$ cat src/rtl/sseg_pkg.sv
// Shared digit codes, display words and FSM states for the BCD formatter and the 7-segment scan driver.
package sseg_pkg;

  localparam logic [3:0]  SEG_BLANK  = 4'hF;
  localparam logic [3:0]  SEG_H      = 4'hC;
  localparam logic [3:0]  SEG_I      = 4'hE;
  localparam logic [15:0] MSG_HI     = 16'hFFCE;
  localparam logic [15:0] DISP_BLANK = 16'hFFFF;

  typedef enum logic [1:0] {
    IDLE   = 2'd0,
    SHIFT  = 2'd1,
    FORMAT = 2'd2
  } state_e;

  // Elaboration-time binary to 5-digit BCD, so thresholds compare directly against the BCD register.
  function automatic logic [19:0] to_bcd(input int v);
    logic [19:0] r;
    int t;
    r = '0;
    t = v;
    for (int i = 0; i < 5; i++) begin
      r[4*i +: 4] = 4'(t % 10);
      t = t / 10;
    end
    return r;
  endfunction

endpackage

$ cat src/rtl/bcd_add3_digit.sv
// Double-dabble correction cell: a BCD nibble of 5 or more gets 3 added before the next left shift.
module bcd_add3_digit (
  input  logic [3:0] din,
  output logic [3:0] dout
);

  always_comb begin
    dout = (din >= 4'd5) ? din + 4'd3 : din;
  end

endmodule

$ cat src/rtl/bcd_display_fmt.sv
// Sequential binary-to-BCD formatter feeding the 7-segment scan driver; shows "HI" above MAX_VAL.
// Optional leading-zero blanking is enabled by defining SSEG_LZB_EN.
module bcd_display_fmt
  import sseg_pkg::*;
#(
  parameter int IN_W    = 16,
  parameter int MAX_VAL = 9999
) (
  input  logic            clk,
  input  logic            clear,
  input  logic            start,
  input  logic [IN_W-1:0] bin,
  output logic            busy,
  output logic            done,
  output logic [15:0]     display_data
);

  localparam logic [19:0] MAX_BCD = to_bcd(MAX_VAL);

  state_e          state_q, state_d;
  logic [IN_W-1:0] shreg_q, shreg_d;
  logic [19:0]     bcd_q, bcd_d;
  logic [4:0]      cnt_q, cnt_d;
  logic            busy_q, busy_d;
  logic            done_q, done_d;
  logic [15:0]     disp_q, disp_d;
  logic [19:0]     bcd_adj;
  logic [15:0]     fmt_val;

  for (genvar g = 0; g < 5; g++) begin : g_add3
    bcd_add3_digit u_add3 (
      .din  (bcd_q[4*g +: 4]),
      .dout (bcd_adj[4*g +: 4])
    );
  end

  always_comb begin
    fmt_val = bcd_q[15:0];
`ifdef SSEG_LZB_EN
    // Blank from the left until the first nonzero digit; digit0 always stays numeric.
    if (bcd_q[15:12] == 4'd0) begin
      fmt_val[15:12] = SEG_BLANK;
      if (bcd_q[11:8] == 4'd0) begin
        fmt_val[11:8] = SEG_BLANK;
        if (bcd_q[7:4] == 4'd0) begin
          fmt_val[7:4] = SEG_BLANK;
        end
      end
    end
`endif
  end

  always_comb begin
    state_d = state_q;
    shreg_d = shreg_q;
    bcd_d   = bcd_q;
    cnt_d   = cnt_q;
    busy_d  = busy_q;
    done_d  = 1'b0;
    disp_d  = disp_q;
    case (state_q)
      IDLE: begin
        if (start) begin
          shreg_d = bin;
          bcd_d   = '0;
          cnt_d   = 5'(IN_W);
          busy_d  = 1'b1;
          state_d = SHIFT;
        end
      end
      SHIFT: begin
        {bcd_d, shreg_d} = {bcd_adj, shreg_q} << 1;
        cnt_d = cnt_q - 5'd1;
        if (cnt_q == 5'd1) begin
          state_d = FORMAT;
        end
      end
      FORMAT: begin
        disp_d  = (bcd_q > MAX_BCD) ? MSG_HI : fmt_val;
        done_d  = 1'b1;
        busy_d  = 1'b0;
        state_d = IDLE;
      end
      default: begin
        busy_d  = 1'b0;
        state_d = IDLE;
      end
    endcase
  end

  always_ff @(posedge clk) begin
    if (clear) begin
      state_q <= IDLE;
      shreg_q <= '0;
      bcd_q   <= '0;
      cnt_q   <= '0;
      busy_q  <= 1'b0;
      done_q  <= 1'b0;
      disp_q  <= DISP_BLANK;
    end else begin
      state_q <= state_d;
      shreg_q <= shreg_d;
      bcd_q   <= bcd_d;
      cnt_q   <= cnt_d;
      busy_q  <= busy_d;
      done_q  <= done_d;
      disp_q  <= disp_d;
    end
  end

  assign busy         = busy_q;
  assign done         = done_q;
  assign display_data = disp_q;

endmodule

$ cat config.mk
export PLATFORM = sky130hd
export DESIGN_NAME = bcd_display_fmt
export DESIGN_NICKNAME = d
export VERILOG_FILES = /design/src/rtl/sseg_pkg.sv /design/src/rtl/bcd_add3_digit.sv /design/src/rtl/bcd_display_fmt.sv
export SDC_FILE = /design/constraint.sdc
export NUM_CORES = 1
export LEC_CHECK = 0
export BUFFER_PORTS_ARGS = -buffer_cell sky130_fd_sc_hd__buf_2
export CELL_PAD_IN_SITES_DETAIL_PLACEMENT = 0
export CELL_PAD_IN_SITES_GLOBAL_PLACEMENT = 1
export CORE_UTILIZATION = 39
export CTS_CLUSTER_SIZE = 24
export DETAILED_ROUTE_END_ITERATION = 16
export MAX_ROUTING_LAYER = met4
export PLACE_DENSITY_LB_ADDON = 0.1
export SYNTH_ARGS = -nofsm -noshare
export SYNTH_HDL_FRONTEND = slang
export SYNTH_SLANG_ARGS = --single-unit
export TNS_END_PERCENT = 1
$ cat constraint.sdc
create_clock -name clk -period 1.6 [get_ports clk]
set_input_delay 0.08 -clock clk [delete_from_list [all_inputs] [get_ports clk]]
set_output_delay 0.08 -clock clk [all_outputs]
set_load 0.02 [all_outputs]
==> summary.md <==
| Metric | Value |
|---|---|
| Max Slew Vio Count | `0` |
| Die Y-Extent | `88.7 µm` |
| Min-delay src | `bin[7]` |
| Clock Path Buffers | `2` |
| Tmin final | `1.72 ns` |
| Post-DRT Antenna Nets | `0` |
| Startpoint Class | `register` |
| Commonest non-fill, non-tap cell in the layout | `dfxtp_1` |
| CTS sink count | `61` |
| Yosys warns | `0` |
| Worst setup EP type | `register` |
| GRT Residual Overflow | `0` |
| Final Hold Viols | `0` |
| ANT cells | `0` |
| Layout Area Growth over Synthesis | `28.6%` |
| Failing checks | `negative setup slack` |
| Starting Density | `0.404` |
| Die width | `88.7 µm` |
| Iteration-0 DRC count of the detailed router | `94` |
| Setup crit start | `bcd_q[5]` |
| Net count, final | `461` |
| Yosys cell types | `34` |
| Worst slack at placement | `-0.113 ns` |
| Placer Congestion | `0.787` |
| Syn avg cell area | `8.17 µm²` |
| Worst-path clk slew | `0.07 ns` |
| Mapped Area | `2930 µm²` |
| Worst-Margin Slew | `0.518 ns` |
| Die area | `7870 µm²` |
| Max-Cap Viols | `0` |
| Post-synth net total | `390` |
| Routed vias | `2,702` |
| Most used cell, CP | `buf_4` |
| Post-synthesis sequential area ratio | `0.417` |
| Largest stage delay on the critical path | `0.31 ns` |
| Pin count of the biggest net entering global routing | `47` |
| Worst-Skew Late Latency | `0.33 ns` |
| Status | `complete, but fails checks` |
| CP max-delay cell | `dfxtp_1` |
| Critical path required time | `1.81 ns` |
| Reg-to-reg startpoint | `bcd_q[5]` |
| Initial antenna violation count | `0` |
| Crit path arrival time | `1.93 ns` |
| PortBufs | `36` |
| Headroom to the max-slew limit | `0.655` |
| Boundary Pins | `37` |
| Clk Tree Root Cell | `clkbuf_8` |
| #FFs+latches synth | `61` |
| Final setup vio count | `15` |
| Leakage | `0.00150 µW` |
| First-pass GRT wire length | `11,500 µm` |
| IR drop worst, VDD | `0.394 mV` |
| Post-route clock period utilization | `1.07` |
| RSZ-0062 raised after global routing | `true` |
| Rows | `31` |
| Most frequent cells in the layout | `57 x dfxtp_1, 46 x nor2_1, 44 x buf_4, 37 x a21oi_1, 36 x buf_2` |
| Crit-path max FO | `3` |
| Final Routed Wirelength | `7060 µm` |
| Util after Layout | `0.520` |
| Flop2flop setup slack | `-0.12 ns` |
| Worst reg-to-reg path cell count | `9` |
| DP HPWL | `4720 µm` |
| Tot GR Track Use | `0.202` |
| Final hold slack | `0.0413 ns` |
| Power Density | `843 nW/µm²` |
| Post-Synthesis Cells | `359` |
| Hold Crit Class | `input port to register` |
| Number of global-route vias before repair | `2,465` |
| Worst-path cell chain | `inv_1, ha_1, nand3b_1, buf_4, a2111oi_4, nor3_2, buf_4, o21bai_4, o21ai_0` |
| Critical Setup Path Class | `register to register` |
| Skew final | `0.00759 ns` |
| Core area | `7250 µm²` |
| Fin worst setup slack | `-0.117 ns` |
| CP endpoint | `display_data[0]` |
| Number of synthesized flops with an enable pin | `0` |
| Async set-reset flop share out of synthesis | `0` |
| F_max | `0.582 GHz` |
| DRC errors left | `0` |
| H-tree depth | `3` |
| Fillers | `746` |
| R2R Path End | `display_data[0]` |
| Via/cell ratio | `5.07` |
| Routed len/inst | `13.2 µm` |
| Total CTS buffers | `9` |
| Layout cells sized above 1 | `0.297` |
| TritonRoute pass-1 iters | `4` |
| Predominant post-synthesis flop cell | `dfxtp_1` |
| CTS tree | `done` |
stage by stage:
| step | instances | instance area [µm²] | total power, µW | setup TNS [ns] |
|---|---|---|---|---|
| global placement | 513 | 3510 | 2050 | -1.02 |
| CTS | 533 | 3720 | 3230 | -1.24 |
| global route | 533 | 3770 | 3360 | -2.93 |
| finish | 533 | 3770 | 3180 | -1.54 |
| floorplan | 359 | 2960 | 1920 | -0.104 |
| detailed placement | 513 | 3510 | 2050 | -1.56 |
where the power goes:
group          internal [µW]  switching, µW
logic                    163            229
clock network            592            559
registers               1590           46.5
total                   2340            835
registers in the layout (all words and copies together) (netlist names):
signal	flops
bcd_q	20
busy	1
shreg_q	16
display_data	16
done	1
cnt_q	5
state_q	2
metal layers:
metal  vias to the layer above  GRT usage  share of wire
met3                        11     0.0392          0.034
met2                        39      0.336           0.49
met5                         -          -              0
met1                      1255      0.235           0.45
li1                       1397          -              -
met4                         0     0.0894          0.018
layout make-up:
type	count	area, µm²	share of cell area
timing repair buffer	83	561	0.149
sequential	61	1230	0.326
clock buffer	13	149	0.0395
clock inverter	2	10.0	0.00266
multi-input combinational	248	1600	0.423
tap	99	124	0.0329
inverter	27	101	0.0269
Yosys cell counts, types with 5 or more instances:
cell | number | area share
dfxtp_1 | 61 | 0.42
nor2_1 | 46 | 0.059
a21oi_1 | 42 | 0.072
o21ai_0 | 35 | 0.060
inv_1 | 27 | 0.035
clkbuf_1 | 21 | 0.027
a22oi_1 | 17 | 0.044
nor3_1 | 15 | 0.026
ha_1 | 12 | 0.051
nand2_1 | 12 | 0.015
nand2b_1 | 12 | 0.026
o22a_2 | 10 | 0.034
o22ai_1 | 7 | 0.015
mux2i_1 | 6 | 0.020
nand3_1 | 5 | 0.0085
xnor2_1 | 5 | 0.015
how the worst min path moves through the flow:
| stage | endpoint | slack, ns | cells past startpoint |
|---|---|---|---|
| 6_report | shreg_q[7] | 0.04 | 3 |
| 5_1_grt | shreg_q[9] | 0.06 | 3 |
| 4_1_cts | shreg_q[7] | 0.03 | 3 |
| 3_5_place_dp | bcd_q[3] | 0.32 | 2 |
| 3_3_place_gp | bcd_q[3] | 0.31 | 2 |
| 2_1_floorplan | done | 0.17 | 1 |
logic make-up (layout without fill, tap and decap cells):
logic type | Yosys count | count (layout) | synth area share
adder cells (fa/ha/maj) | 12 | 12 | 0.0512
XOR/XNOR | 5 | 5 | 0.0149
multiplexers | 6 | 6 | 0.0205
buffers and inverters | 50 | 125 | 0.0670
AO/OA/AOI/OAI | 123 | 123 | 0.264
flip-flops | 61 | 61 | 0.417
AND/OR/NAND/NOR | 102 | 102 | 0.166
worst max-delay path: cells and delay by family, from the launching register on:
family | cells | cell delay (ns)
AO/OA/AOI/OAI | 3 | 0.52
adder cells (fa/ha/maj) | 1 | 0.16
buffers and inverters | 3 | 0.40
flip-flops | 1 | 0.31
AND/OR/NAND/NOR | 2 | 0.21
what timing repair did:
item                                   in CTS  in global routing
buffers inserted                            4                  0
endpoints found under the hold margin       2                  0
setup endpoints to repair                  16                 35
pin swaps                                   5                  9
resized for setup                           2                 11
hold buffers                                1                  0
(Power assumes the default switching activity.)
